**config.mk**
```make
export PLATFORM = sky130hd
export DESIGN_NAME = pipelined_adder_flat
export DESIGN_NICKNAME = d
export VERILOG_FILES = /design/src/rtl/pipelined_adder_pkg.sv /design/src/rtl/pipelined_adder_if.sv /design/src/rtl/pipelined_adder_slice.sv /design/src/rtl/pipelined_adder.sv /design/src/flat_wrapper.sv
export SDC_FILE = /design/constraint.sdc
export NUM_CORES = 1
export LEC_CHECK = 0
export ABC_AREA = 0
export BUFFER_PORTS_ARGS = -buffer_cell sky130_fd_sc_hd__buf_2
export CORE_MARGIN = 8
export CORE_UTILIZATION = 57
export DETAILED_ROUTE_END_ITERATION = 16
export PLACE_DENSITY = 0.84
export SYNTH_ARGS = -nofsm -noshare
export SYNTH_HDL_FRONTEND = slang
export SYNTH_HIERARCHICAL = 1
export SYNTH_SLANG_ARGS = --single-unit
```
**constraint.sdc**
```tcl
create_clock -name clk -period 3.1 [get_ports clk]
set_clock_uncertainty 0.05 [all_clocks]
set_input_delay 0.31 -clock clk [delete_from_list [all_inputs] [get_ports clk]]
set_output_delay 0.31 -clock clk [all_outputs]
set_load 0.02 [all_outputs]
```
**src/rtl/pipelined_adder_pkg.sv**
```systemverilog
// adder_pkg: shared types and configuration checks for the pipelined adder.
package adder_pkg;
   typedef enum logic {ADD_WRAP = 1'b0, ADD_SAT = 1'b1} adder_mode_e;
   function automatic bit legal_cfg(input int width, input int stages);
      return width >= 1 && stages >= 1 && stages <= width && width % stages == 0;
   endfunction
endpackage

```
**src/rtl/pipelined_adder_if.sv**
```systemverilog
// pipelined_adder_if: operand and result handshake bundle; master = producer/consumer, slave = adder.
interface pipelined_adder_if #(parameter int WIDTH = 8) ();
   logic             in_valid;
   logic             in_ready;
   logic [WIDTH-1:0] in_a;
   logic [WIDTH-1:0] in_b;
   logic             in_cin;
   logic             in_sat;
   logic             out_valid;
   logic             out_ready;
   logic [WIDTH-1:0] out_sum;
   logic             out_cout;
   logic             out_ovf;
   modport master (
      output in_valid, in_a, in_b, in_cin, in_sat, out_ready,
      input  in_ready, out_valid, out_sum, out_cout, out_ovf
   );
   modport slave (
      input  in_valid, in_a, in_b, in_cin, in_sat, out_ready,
      output in_ready, out_valid, out_sum, out_cout, out_ovf
   );
endinterface

```
**src/rtl/pipelined_adder_slice.sv**
```systemverilog
// adder_slice: combinational SW-bit add with carry in and carry out.
module adder_slice #(parameter int SW = 1) (
   input  logic [SW-1:0] i_a,
   input  logic [SW-1:0] i_b,
   input  logic          i_cin,
   output logic [SW-1:0] o_sum,
   output logic          o_cout
);
   assign {o_cout, o_sum} = {1'b0, i_a} + {1'b0, i_b} + {{SW{1'b0}}, i_cin};
endmodule

```
**src/rtl/pipelined_adder.sv**
```systemverilog
// pipelined_adder: WIDTH-bit add with carry chain split into STAGES registered slices, valid/ready on both sides.
module pipelined_adder import adder_pkg::*; #(
   parameter int WIDTH  = 8,
   parameter int STAGES = 2
) (
   input logic              clk,
   input logic              rst,
   pipelined_adder_if.slave bus
);
   localparam int SW = WIDTH / STAGES;
   if (!legal_cfg(WIDTH, STAGES)) begin : g_bad_cfg
      $error("pipelined_adder: illegal WIDTH/STAGES combination");
   end
   logic [STAGES-1:0] r_v;
   logic [WIDTH-1:0]  r_a [STAGES];
   logic [WIDTH-1:0]  r_b [STAGES];
   logic [WIDTH-1:0]  r_s [STAGES];
   logic              r_c [STAGES];
   adder_mode_e       r_mode [STAGES];
   logic [STAGES-1:0] w_rdy;
   logic              w_acc;
   logic [STAGES-1:0] w_vin;
   logic              w_cin [STAGES];
   logic [WIDTH-1:0]  w_ain [STAGES];
   logic [WIDTH-1:0]  w_bin [STAGES];
   logic [WIDTH-1:0]  w_sin [STAGES];
   adder_mode_e       w_mode [STAGES];
   logic [SW-1:0]     w_ssum [STAGES];
   logic              w_sc [STAGES];
   // A stage can load if it is empty or everything downstream can move.
   always_comb begin
      w_acc = bus.out_ready;
      for (int k = STAGES - 1; k >= 0; k--) begin
         w_acc    = w_acc | !r_v[k];
         w_rdy[k] = w_acc;
      end
   end
   always_comb begin
      w_vin[0]  = bus.in_valid;
      w_ain[0]  = bus.in_a;
      w_bin[0]  = bus.in_b;
      w_cin[0]  = bus.in_cin;
      w_sin[0]  = '0;
      w_mode[0] = bus.in_sat ? ADD_SAT : ADD_WRAP;
      for (int k = 1; k < STAGES; k++) begin
         w_vin[k]  = r_v[k-1];
         w_ain[k]  = r_a[k-1];
         w_bin[k]  = r_b[k-1];
         w_cin[k]  = r_c[k-1];
         w_sin[k]  = r_s[k-1];
         w_mode[k] = r_mode[k-1];
      end
   end
   for (genvar g = 0; g < STAGES; g++) begin : g_slice
      adder_slice #(.SW(SW)) u_slice (
         .i_a   (w_ain[g][g*SW +: SW]),
         .i_b   (w_bin[g][g*SW +: SW]),
         .i_cin (w_cin[g]),
         .o_sum (w_ssum[g]),
         .o_cout(w_sc[g])
      );
   end
   // Data only moves with a valid beat, so idle operand garbage never reaches the outputs.
   always_ff @(posedge clk) begin
      if (rst) begin
         r_v <= '0;
         for (int k = 0; k < STAGES; k++) begin
            r_a[k]    <= '0;
            r_b[k]    <= '0;
            r_s[k]    <= '0;
            r_c[k]    <= 1'b0;
            r_mode[k] <= ADD_WRAP;
         end
      end else begin
         for (int k = 0; k < STAGES; k++) begin
            if (w_rdy[k]) begin
               r_v[k] <= w_vin[k];
               if (w_vin[k]) begin
                  r_a[k]               <= w_ain[k];
                  r_b[k]               <= w_bin[k];
                  r_s[k]               <= w_sin[k];
                  r_s[k][k*SW +: SW]   <= w_ssum[k];
                  r_c[k]               <= w_sc[k];
                  r_mode[k]            <= w_mode[k];
               end
            end
         end
      end
   end
   assign bus.in_ready  = w_rdy[0] & !rst;
   assign bus.out_valid = r_v[STAGES-1];
   assign bus.out_cout  = r_c[STAGES-1];
   assign bus.out_ovf   = r_c[STAGES-1];
   assign bus.out_sum   = (r_mode[STAGES-1] == ADD_SAT && r_c[STAGES-1]) ? '1 : r_s[STAGES-1];
endmodule

```
**src/flat_wrapper.sv**
```systemverilog
// flat-port wrapper written by rule: the top's interface ports become plain ports
module pipelined_adder_flat import adder_pkg::*;
#(
   parameter int WIDTH  = 8,
   parameter int STAGES = 2
)
  (clk, rst, bus_in_valid, bus_in_a, bus_in_b, bus_in_cin, bus_in_sat, bus_out_ready, bus_in_ready, bus_out_valid, bus_out_sum, bus_out_cout, bus_out_ovf);
  pipelined_adder_if #(.WIDTH(WIDTH)) bus_i ();
  input logic clk;
  input logic rst;
  input wire logic [$bits(bus_i.in_valid)-1:0] bus_in_valid;
  input wire logic [$bits(bus_i.in_a)-1:0] bus_in_a;
  input wire logic [$bits(bus_i.in_b)-1:0] bus_in_b;
  input wire logic [$bits(bus_i.in_cin)-1:0] bus_in_cin;
  input wire logic [$bits(bus_i.in_sat)-1:0] bus_in_sat;
  input wire logic [$bits(bus_i.out_ready)-1:0] bus_out_ready;
  output wire logic [$bits(bus_i.in_ready)-1:0] bus_in_ready;
  output wire logic [$bits(bus_i.out_valid)-1:0] bus_out_valid;
  output wire logic [$bits(bus_i.out_sum)-1:0] bus_out_sum;
  output wire logic [$bits(bus_i.out_cout)-1:0] bus_out_cout;
  output wire logic [$bits(bus_i.out_ovf)-1:0] bus_out_ovf;
  assign bus_i.in_valid = bus_in_valid;
  assign bus_i.in_a = bus_in_a;
  assign bus_i.in_b = bus_in_b;
  assign bus_i.in_cin = bus_in_cin;
  assign bus_i.in_sat = bus_in_sat;
  assign bus_i.out_ready = bus_out_ready;
  assign bus_in_ready = bus_i.in_ready;
  assign bus_out_valid = bus_i.out_valid;
  assign bus_out_sum = bus_i.out_sum;
  assign bus_out_cout = bus_i.out_cout;
  assign bus_out_ovf = bus_i.out_ovf;
  pipelined_adder #(.WIDTH(WIDTH), .STAGES(STAGES)) u_core (.clk(clk), .rst(rst), .bus(bus_i));
endmodule
```
==> impl_metrics.yaml <==
setup_path:
  r2r_cells: 7
  slowest_stage: "and3b_1"
  r2r_setup_slack_ns: 1.20
  max_stage_delay_ns: 0.48
  timing.rr.start: "u_core/r_a[0][4]"
  arrival_ns: 1.71
  worstSetupPathType: "flop to output pin"
  endpoint_kind: "output pin"
  r2r-end: "u_core/r_c[0][1]"
  crit_path_end: "bus_in_ready"
  start_kind: "flop"
  critPathRequiredTime_ns: 2.74
  cp_cell_sequence: "and3b_1, buf_4, nor2_1, buf_2"
  path_max_fanout: 10
  critPathLaunch: "u_core/r_v[0]"
power_and_ir_drop:
  ir_drop_mv: 0.313
  powerDensity_nw_per_um2: 432
  p_leak_nw: 0.737
die:
  core_area_sq_um: 2450
  die_h_um: 66.5
  initial_core_util_pct: 59.3
  num_io_pins: 34
  die_w_um: 66.5
  placementRows: 18
  fp.dieArea_sq_um: 4430
finish:
  nNetsFinal: 175
  ff_latch_area_sq_um: 761
  most-common-layout-cells: "buf_2, edfxtp_1, nand2b_1"
  finalCoreUtilization_pct: 67.1
  drive_gt1_share_pct: 34.5
  layout_commonest_cell: "buf_2"
  fillerInstances: 191
  diodes: 0
  area_growth_pct: 13.2
  multiInputGateArea_sq_um: 617
clock_tree:
  cts_buffers: 3
  cts_resized: 0
  cts-root-buf: "clkbuf_4"
  cts-hold-fix-buffers: 0
  cts.sinks: 26
  clkTransAtPathRegs_ns: 0.13
  clkLatencyLatePin_ns: 0.31
  tritoncts: "done"
  htree_levels: 1
  cts_setup_buffers: 0
  cts.path.max_buffers: 2
route:
  drtPass1Iterations: 3
  drt_iter0_markers: 24
  viasPerCell: 5.18
  wl_mm: 2.41
  num_vias: 891
  ant_nets: 0
  routedWlPerCell_um: 14.0
  drc: 0
grt:
  grt_max_degree: 17
  grt_overflow_total: 0
  first_global_vias: 1005
  grt_usage_pct: 12.1
  grt_pass1_wl_mm: 4.17
  antenna_found_initial: 0
yosys:
  netlist_area_sq_um: 1460
  syn_nets: 140
  yosysSeqAreaShare_pct: 52.3
  syn_inst: 108
  ys.warnings.count: 6
  synthDistinctLibCells: 25
  syn_avg_cell_area_sq_um: 13.5
  ys_seq_elements: 26
placement:
  dpl_worst_slack_ns: 1.21
  portBuffers: 33
  hpwlAfterDp_mm: 1.90
  globalplace.congestion: 0.789
sta:
  setup_viol: 0
  worst_pin_slew_ns: 0.901
  max_slew_margin_pct: 39.9
  hold_ws_ns: 0.174
  period_share_pct: 66.7
  final_max_slew_viol_count: 0
  setup_tns_ns: 0
  fmax_mhz: 484
  fin_crit_ns: 2.07
  hold_viol: 0
  rsz0062_at_grt: "no"
  fin_ws_ns: 1.03
worst_hold_path:
  min_path_type: "input pin to flop"
status:
  outcome: "complete, no violations"
job:
  drv_cap: 0
==> critical path, delay by kind of cell, from the launching register on <==
kind	cells	cell delay (ns)
DFF	1	0.45
buffers and inverters	2	0.42
and+or+nand+nor	2	0.53
==> cell usage after synthesis (all sizes together) <==
library cell  instances  area, sq um
a21o                  4         30.0
a21oi                 3         22.5
and2b                 1         7.51
and3                  4         25.0
and3b                 1         8.76
buf                   3         30.0
clkbuf                1         13.8
dfxtp                 2         40.0
edfxtp               24          721
fa                    4         80.1
ha                    6         75.1
inv                   9         33.8
nand2                 1         3.75
nand2b               12         75.1
nand3b                1         7.51
nor2                  1         3.75
nor2b                 3         18.8
nor3b                20          195
o21ai                 2         10.0
o21bai                2         18.8
xnor2                 4         35.0
==> flip-flops by register name (all words and copies together), names as in the netlist <==
register       cells
u_core/r_c         2
u_core/r_b         4
u_core/r_a         4
u_core/r_s        12
u_core/r_v         2
u_core/r_mode      2
==> per-stage QoR <==
step / cell area [sq um] / instances / power, mW
3_3_place_gp: 1620 / 168 / 0.575
3_5_place_dp: 1620 / 168 / 0.582
5_1_grt: 1650 / 172 / 0.754
6_report: 1650 / 172 / 0.712
2_1_floorplan: 1460 / 108 / 0.538
4_1_cts: 1650 / 172 / 0.719
==> worst min path at each step <==
stage | depth (start not counted) | endpoint | start
detailed placement | 2 | u_core/r_v[1] | u_core/r_v[0]
global route | 2 | u_core/r_v[1] | rst
global placement | 2 | u_core/r_v[1] | u_core/r_v[0]
finish | 2 | u_core/r_v[1] | rst
CTS | 2 | u_core/r_v[1] | rst
floorplan | 1 | u_core/r_v[1] | rst
==> per-layer routing <==
metal / track usage, % / share of wire [%] / vias up
met5: 0 / 0 / -
met4: 6.93 / 1.9 / 0
met3: 3.02 / 7.4 / 4
met2: 20.6 / 48 / 30
met1: 13.3 / 43 / 404
li1: - / - / 453
==> area by class of cell <==
cell class	count	share of cell area [%]
tap	30	2.28
clock inverter	1	0.228
timing repair buffer	34	10.5
clock buffer	3	1.37
sequential	26	46.2
inverter	9	2.05
multi-input combinational	69	37.4
==> logic make-up (layout without fill, tap and decap cells) <==
group	after synthesis	after routing	synth area share, %
flops	26	26	52.3
fa+ha+maj	10	10	10.7
compound gates	11	11	5.59
xor+xnor	4	4	2.41
buf+inv	13	47	5.33
simple gates	44	44	23.7
==> power breakdown <==
part           internal [mW]  switching, mW  leakage, nW
Sequential             0.415         0.0103        0.277
Combinational         0.0690         0.0781        0.445
Clock                 0.0471         0.0924       0.0154
No activity file was read; power rests on OpenSTA's default activity.
